File: config.mk
export PLATFORM = sky130hd
export DESIGN_NAME = instr_fetch_unit
export DESIGN_NICKNAME = d
export VERILOG_FILES = /design/src/rtl/instr_fetch_unit.sv
export SDC_FILE = /design/constraint.sdc
export NUM_CORES = 1
export LEC_CHECK = 0
export ABC_AREA = 1
export BUFFER_PORTS_ARGS = -buffer_cell sky130_fd_sc_hd__buf_2
export CAP_MARGIN = 40
export CORE_ASPECT_RATIO = 0.9
export CORE_MARGIN = 4
export CORE_UTILIZATION = 39
export CTS_CLUSTER_DIAMETER = 40
export CTS_CLUSTER_SIZE = 16
export DETAILED_ROUTE_END_ITERATION = 12
export SETUP_SLACK_MARGIN = 0.4
export SLEW_MARGIN = 40
export SYNTH_ARGS = -nofsm -noshare
export SYNTH_HDL_FRONTEND = slang
export SYNTH_SLANG_ARGS = --single-unit
File: constraint.sdc
create_clock -name clk -period 8.9 [get_ports clk]
set_input_delay 1.78 -clock clk [delete_from_list [all_inputs] [get_ports clk]]
set_output_delay 1.78 -clock clk [all_outputs]
set_load 0.01 [all_outputs]
File: src/rtl/instr_fetch_unit.sv
// Instruction fetch front end: issues sequential word fetches under a credit limit,
// buffers in-order responses in a small prefetch FIFO, and flushes on branch redirects.
module instr_fetch_unit #(
    parameter int                ADDR_W     = 32,
    parameter int                DATA_W     = 32,
    parameter logic [ADDR_W-1:0] RESET_PC   = '0,
    parameter int                FIFO_DEPTH = 4
) (
    input  logic              clk,
    input  logic              rst_n,
    output logic              imem_req_valid,
    input  logic              imem_req_ready,
    output logic [ADDR_W-1:0] imem_req_addr,
    input  logic              imem_rsp_valid,
    input  logic [DATA_W-1:0] imem_rsp_data,
    input  logic              redirect_valid,
    input  logic [ADDR_W-1:0] redirect_pc,
    output logic              if_valid,
    input  logic              if_ready,
    output logic [DATA_W-1:0] if_instr,
    output logic [ADDR_W-1:0] if_pc
);
    localparam int                PTR_W      = $clog2(FIFO_DEPTH);
    localparam int                CNT_W      = PTR_W + 1;
    localparam logic [CNT_W-1:0]  CNT_ONE    = CNT_W'(1);
    localparam logic [CNT_W-1:0]  CNT_FULL   = CNT_W'(FIFO_DEPTH);
    localparam logic [CNT_W:0]    CREDIT_MAX = (CNT_W+1)'(FIFO_DEPTH);
    localparam logic [PTR_W-1:0]  PTR_ONE    = PTR_W'(1);
    localparam logic [ADDR_W-1:0] PC_STEP    = ADDR_W'(4);
    localparam logic [ADDR_W-1:0] WORD_MASK  = ~ADDR_W'(3);

    logic [ADDR_W-1:0] fetch_pc_reg, fetch_pc_next;
    logic [ADDR_W-1:0] rsp_pc_reg, rsp_pc_next;
    logic [CNT_W-1:0]  inflight_reg, inflight_next;
    logic [CNT_W-1:0]  drop_cnt_reg, drop_cnt_next;
    logic [CNT_W-1:0]  count_reg, count_next;
    logic [PTR_W-1:0]  rd_ptr_reg, rd_ptr_next;
    logic [PTR_W-1:0]  wr_ptr_reg, wr_ptr_next;

    logic [ADDR_W-1:0] fifo_pc_mem    [FIFO_DEPTH];
    logic [DATA_W-1:0] fifo_instr_mem [FIFO_DEPTH];

    logic [CNT_W-1:0]  inflight_live;
    logic [CNT_W:0]    credit_used;
    logic [ADDR_W-1:0] redirect_tgt;
    logic              req_fire;
    logic              push;
    logic              pop;

    // Every request holds a credit until its data leaves the FIFO, so a live
    // response always finds a free slot and responses need no backpressure.
    assign inflight_live  = inflight_reg - drop_cnt_reg;
    assign credit_used    = {1'b0, count_reg} + {1'b0, inflight_live};
    assign imem_req_valid = rst_n && !redirect_valid && (credit_used < CREDIT_MAX);
    assign imem_req_addr  = fetch_pc_reg;
    assign req_fire       = imem_req_valid && imem_req_ready;
    assign redirect_tgt   = redirect_pc & WORD_MASK;

    assign if_valid = (count_reg != '0);
    assign if_pc    = if_valid ? fifo_pc_mem[rd_ptr_reg]    : '0;
    assign if_instr = if_valid ? fifo_instr_mem[rd_ptr_reg] : '0;

    always_comb begin
        fetch_pc_next = fetch_pc_reg;
        rsp_pc_next   = rsp_pc_reg;
        inflight_next = inflight_reg;
        drop_cnt_next = drop_cnt_reg;
        count_next    = count_reg;
        rd_ptr_next   = rd_ptr_reg;
        wr_ptr_next   = wr_ptr_reg;
        push          = 1'b0;
        pop           = 1'b0;

        if (req_fire && !imem_rsp_valid) begin
            inflight_next = inflight_reg + CNT_ONE;
        end else if (!req_fire && imem_rsp_valid) begin
            inflight_next = inflight_reg - CNT_ONE;
        end

        if (redirect_valid) begin
            // No request is issued this cycle, so everything still outstanding
            // after this cycle's response is stale and must be discarded.
            fetch_pc_next = redirect_tgt;
            rsp_pc_next   = redirect_tgt;
            count_next    = '0;
            rd_ptr_next   = '0;
            wr_ptr_next   = '0;
            drop_cnt_next = inflight_next;
        end else begin
            if (req_fire) begin
                fetch_pc_next = fetch_pc_reg + PC_STEP;
            end
            if (imem_rsp_valid) begin
                if (drop_cnt_reg != '0) begin
                    drop_cnt_next = drop_cnt_reg - CNT_ONE;
                end else begin
                    push        = 1'b1;
                    rsp_pc_next = rsp_pc_reg + PC_STEP;
                end
            end
            pop = if_valid && if_ready;
            if (push) begin
                wr_ptr_next = wr_ptr_reg + PTR_ONE;
            end
            if (pop) begin
                rd_ptr_next = rd_ptr_reg + PTR_ONE;
            end
            if (push && !pop) begin
                count_next = count_reg + CNT_ONE;
            end else if (!push && pop) begin
                count_next = count_reg - CNT_ONE;
            end
        end
    end

    always_ff @(posedge clk or negedge rst_n) begin
        if (!rst_n) begin
            fetch_pc_reg <= RESET_PC;
            rsp_pc_reg   <= RESET_PC;
            inflight_reg <= '0;
            drop_cnt_reg <= '0;
            count_reg    <= '0;
            rd_ptr_reg   <= '0;
            wr_ptr_reg   <= '0;
        end else begin
            fetch_pc_reg <= fetch_pc_next;
            rsp_pc_reg   <= rsp_pc_next;
            inflight_reg <= inflight_next;
            drop_cnt_reg <= drop_cnt_next;
            count_reg    <= count_next;
            rd_ptr_reg   <= rd_ptr_next;
            wr_ptr_reg   <= wr_ptr_next;
        end
    end

    // Storage needs no reset: the head is masked by if_valid whenever count is zero.
    always_ff @(posedge clk) begin
        if (push) begin
            fifo_pc_mem[wr_ptr_reg]    <= rsp_pc_reg;
            fifo_instr_mem[wr_ptr_reg] <= imem_rsp_data;
        end
    end

    a_no_orphan_rsp: assert property (@(posedge clk) disable iff (!rst_n)
        imem_rsp_valid |-> (inflight_reg != '0));
    a_no_overflow: assert property (@(posedge clk) disable iff (!rst_n)
        push |-> ((count_reg != CNT_FULL) || pop));
    a_addr_aligned: assert property (@(posedge clk) disable iff (!rst_n)
        imem_req_addr[1:0] == 2'b00);

endmodule

# Word-level counts from Yosys, hierarchy flattened
# Memories as Yosys holds them, arrays and structs flattened.
# Index checks and enable logic that the tools add are counted.
[totals]
output_inout_bits = 98
n_memories = 2
mem_bits_rw = 256
in_bits = 70
regBits = 77
word_cells = 70
[op_classes]
reduce_logical = 23
eq_ne = 1
muxes = 25
order_cmp = 1
add_sub_neg = 11
[memory_table]
columns = ["name", "depth", "word_bits", "read_ports", "rd_ports_with_merged_regs", "wr", "line", "source"]
rows = [
  ["fifo_instr_mem", 4, 32, 1, 0, 1, "41", "logic [DATA_W-1:0] fifo_instr_mem [FIFO_DEPTH];"],
  ["fifo_pc_mem", 4, 32, 1, 0, 1, "40", "logic [ADDR_W-1:0] fifo_pc_mem [FIFO_DEPTH];"],
]
[op_table]
columns = ["operator", "count"]
rows = [
  ["2-to-1 mux 32 bit", 7],
  ["adder 32 x 3 -> 32 bit (second input constant)", 2],
  ["2-to-1 mux 3 bit", 8],
  ["nonzero test 2 bit", 5],
  ["nonzero test 3 bit", 3],
  ["subtractor 3 x 1 -> 3 bit (second input constant)", 3],
  ["logical AND 1 bit", 8],
  ["2-to-1 mux 2 bit", 4],
  ["adder 3 x 1 -> 3 bit (second input constant)", 2],
  ["2-to-1 mux 1 bit", 6],
  ["logical NOT 1 bit", 5],
  ["adder 2 x 1 -> 2 bit (second input constant)", 2],
  ["adder 3 x 3 -> 4 bit", 1],
  ["less-than comparator 4 x 3 -> 1 bit (second input constant)", 1],
  ["AND reduction 2 bit", 2],
  ["subtractor 3 bit", 1],
  ["!= test 2 bit (second input constant)", 1],
]

# Logic depth before layout (Yosys ltp)
[depth]
word_depth = 10
mapped_depth = 18
depth_no_buf = 17

# Least setup slack after synthesis
# OpenSTA, ideal clock, no wires.
[synth_timing]
path_kind = "input-to-reg"
start = "input imem_rsp_valid"
end = "memory fifo_instr_mem[0][0], enable pin"
setup_ns = 0.482
setup_slack_ns = 3.405
t_arrival_ns = 5.013
t_required_ns = 8.418
cell_stages = 6
path_cell_list = "inv_1 -> nor2_4 -> inv_1 -> nor2_1 -> inv_2 -> nor2_1"
[synth_between]
elab_chain_len = 5
[synth_rtl]
columns = ["item", "line", "source"]
rows = [
  ["start: declaration", "14", "input logic imem_rsp_valid,"],
  ["2-to-1 mux 1 bit", "93", "if (imem_rsp_valid) begin"],
  ["2-to-1 mux 1 bit (2 in a row)", "80", "if (redirect_valid) begin"],
  ["2-to-1 mux 1 bit", "138", "if (push) begin"],
  ["2-to-1 mux 1 bit (implied by the code)", "140", "fifo_instr_mem[wr_ptr_reg] <= imem_rsp_data;"],
  ["end: declaration", "41", ""],
]
# Every way passes these cells. The select of a mux whose other input is x is not followed.

# Worst setup path after layout
[layout_timing]
start = "register rd_ptr_reg[0]"
end = "output if_pc[14]"
[layout_between]
elab_chain_len = 2
[layout_rtl]
columns = ["item", "line", "source"]
rows = [
  ["start: declaration", "37", "logic [PTR_W-1:0] rd_ptr_reg, rd_ptr_next;"],
  ["start signal: assignment", "131", "rd_ptr_reg <= rd_ptr_next;"],
  ["memory (4 x 32 bit)", "-", ""],
  ["2-to-1 mux 32 bit", "60", "assign if_pc = if_valid ? fifo_pc_mem[rd_ptr_reg] : '0;"],
  ["end: declaration", "21", "output logic [ADDR_W-1:0] if_pc"],
]
# Every way passes these cells.

==> flow_summary_export.csv <==
group,metric,value,unit
logic_synthesis,synth_most_common_cell,"nor2_1",
final_layout,nNetsFinal,1681,
logic_synthesis,ys_async_sr_fraction,0.227,
logic_synthesis,synth-seq-cells,321,
logic_synthesis,synthCells,1440,
die,die_x,211,um
power,power_frac_comb,0.238,
logic_synthesis,synthTopCellsByArea,"edfxtp_1 51%, dfrtp_1 13%, nor2_1 8.3%, nand2_1 5.5%, o21ai_0 4.9%",
worst_setup_path,crit_path_max_incr_delay,0.75,ns
final_layout,final_core_util,0.476,
final_layout,diodes,0,
final_layout,largest_reg_flops,128,
job,cap_violations,0,
grt,grt_pass1_vias,10400,
worst_setup_path,reg2regPathDepth,16,
timing,drv_slew,0,
place,io_buffers,161,
worst_setup_path,crit_start,"rd_ptr_reg[0]",
logic_synthesis,avgSynthCellArea,10.1,um^2
worst_setup_path,critPathTopFamily,"buffers and inverters",
power,internal-power,3.30,mW
final_layout,fill_cells,3380,
worst_setup_path,reg2reg_from,"inflight_reg[0]",
drt,ant_nets,0,
die,die_area,40300,um^2
drt,dr.first_iter.drc_count,726,
clock_tree,clk_pin_slew,0.05,ns
worst_setup_path,critPathBufInv,3,
drt,vias_per_cell,5.04,
drt,vias,10600,
logic_synthesis,ys_top_cells_by_count,"321 x nor2_1, 248 x edfxtp_1, 213 x nand2_1",
grt,grt_usage,0.178,
timing,period_minus_slack,5.23,ns
final_layout,areaGrowthSynthToFinish,19.6,%
logic_synthesis,ys_types,41,
worst_setup_path,worstPathMaxFanout,75,
drt,drt-total-wl,36.4,mm
place,gp_congestion,0.876,
hold_path,hp-start,"count_reg[0]",
drt,drc_errors,0,
place,dp_hpwl,22.6,mm
worst_setup_path,critPathRequiredTime,7.12,ns
timing,setup_viol,0,
timing,whs,0.566,ns
clock_tree,postCtsSetupBuffers,0,
worst_setup_path,end_kind,"output port",
clock_tree,clk-insertion-delay-late,0.55,ns
die,num_rows,66,
clock_tree,cts_buffer_depth,3,
place,pre_cts_ws,3.95,ns
power,p_sw,1.60,mW
timing,finalCritPeriodShare,0.588,
drt,routedWlPerCell,17.3,um
grt,grt_antenna_before_repair,0,
clock_tree,cts_root_buf,"clkbuf_16",
final_layout,top_register,"fifo_instr_mem",
timing,slew_headroom,0.429,
final_layout,drive_gt1_frac,0.170,
die,ios,168,
logic_synthesis,syn_area,14500,um^2
logic_synthesis,yosys_warnings,0,
worst_setup_path,arrival,3.45,ns
timing,finalHoldViolCount,0,
clock_tree,cts_hold_buf,0,
power,ir_drop,0.000144,V
worst_setup_path,path_cells,"inv_2, buf_4, o21ai_0, a21oi_1, buf_2",
logic_synthesis,synth-edff-count,248,
timing,setup_ws,3.67,ns
timing,fin_tns_setup,0,ns
hold_path,hold_path_depth,1,
power,clkPwrFrac,0.367,
die,start_util,0.398,
timing,rsz0062_at_grt,"no",
clock_tree,post_cts_resized,0,
worst_setup_path,cpMaxStageDelayCell,"dfrtp_4",
run_status,run_status,"completed",
die,die_y,191,um
power,leakagePower,6.76,nW
worst_setup_path,startpoint_type,"flip-flop",
power,p_sw_frac,0.327,
logic_synthesis,synth_ff_type,"edfxtp_1",
drt,drt_first_pass_iters,5,
clock_tree,numCtsBuffers,44,
logic_synthesis,yosysTopAreaCell,"edfxtp_1",
final_layout,multi_input_area,4630,um^2
final_layout,reg_top3,"fifo_instr_mem (128), fifo_pc_mem (120)",
hold_path,hp-class,"flip-flop to flip-flop",
place,placedCellCount,2026,
logic_synthesis,synth-seq-area-share,0.640,
die,coreArea,36400,um^2
timing,tightest_slew,0.857,ns
clock_tree,cts_num_sinks,321,
grt,grt_pass1_wl,57.2,mm
logic_synthesis,synth_top_area_frac,0.514,
clock_tree,cts_tree,"yes",
power,power_density,283,nW/um^2
timing,max_freq,191,MHz
timing,skew,0.0259,ns
grt,grt_max_degree,76,
clock_tree,h-tree-depth,2,
grt,grt-ovfl-total,0,
final_layout,stdcell_count,2107,
power,pwr-share-seq,0.396,
worst_setup_path,critical_path_class,"flip-flop to output port",
worst_setup_path,worst-path-stages,5,
final_layout,regArea,9280,um^2
## per-layer routing
metal  vias up  global-route usage  wire, um  part of all wire
li1       5226                   -         -                 -
met1      5042               0.259     17200              0.47
met2       308               0.280     16400              0.45
met3        48              0.0341      2300             0.063
met4         0              0.0411       583             0.016
met5         -                   0         0                 0
## power groups by stage
stage / Sequential [mW] / Combinational (mW) / Clock, mW
2_1_floorplan: 1.90 / 0.767 / 0
3_3_place_gp: 1.96 / 1.16 / 0
3_5_place_dp: 1.96 / 1.18 / 0
4_1_cts: 1.94 / 1.18 / 1.84
5_1_grt: 1.96 / 1.32 / 1.90
6_report: 1.94 / 1.16 / 1.80
## placed cells by master, fill, tap and decap left out, types with 4 or more instances in the layout
master,netlist,layout
nor2_1,321,317
edfxtp_1,248,248
nand2_1,213,213
buf_2,15,159
o21ai_0,142,142
inv_1,86,86
a21oi_1,84,84
dfrtp_1,73,71
nand3_1,59,59
clkbuf_16,0,44
xor2_1,24,24
o211ai_1,17,17
nand4_1,14,14
nor3_1,13,13
ha_1,13,13
buf_4,5,11
xnor2_1,10,10
nor2_4,5,9
bufinv_16,0,7
inv_2,6,6
nand3b_1,6,6
inv_6,0,6
o221ai_1,5,5
clkinvlp_4,0,5
clkbuf_1,38,5
clkinv_1,1,4
conb_1,1,4
clkinv_4,0,4
clkinv_2,0,4
## path summary, 6_finish.rpt
check	endpoint	slack, ns
worst min-delay path	count_reg[0]	0.57
worst max register to register	imem_req_addr[24]	4.89
min in group asynchronous	imem_req_addr[16]	1.14
max in group asynchronous	rd_ptr_reg[0]	6.68
worst max-delay path	if_pc[14]	3.67
worst min register to register	count_reg[0]	0.57
## cell type report
| type | instances | area share |
|---|---|---|
| Multi-Input combinational cell | 962 | 0.267 |
| Inverter | 93 | 0.0201 |
| Clock inverter | 31 | 0.0227 |
| Tap cell | 476 | 0.0344 |
| Timing Repair Buffer | 174 | 0.0551 |
| Sequential cell | 321 | 0.535 |
| Clock buffer | 50 | 0.0654 |
## stage by stage
step / instance area, um^2 / power, mW
floorplan: 14500 / 2.67
global placement: 15700 / 3.12
detailed placement: 15800 / 3.14
CTS: 17300 / 4.96
global route: 17300 / 5.18
finish: 17300 / 4.90
## logic make-up after synthesis
| group | after synthesis | share of synthesized area |
|---|---|---|
| simple gates | 645 | 0.183 |
| xor+xnor | 35 | 0.0217 |
| fa+ha+maj | 15 | 0.0140 |
| other cells | 1 | 0.000259 |
| flops | 321 | 0.640 |
| buf+inv | 160 | 0.0440 |
| compound gates | 263 | 0.0972 |
Power figures use the tool's default switching activity.
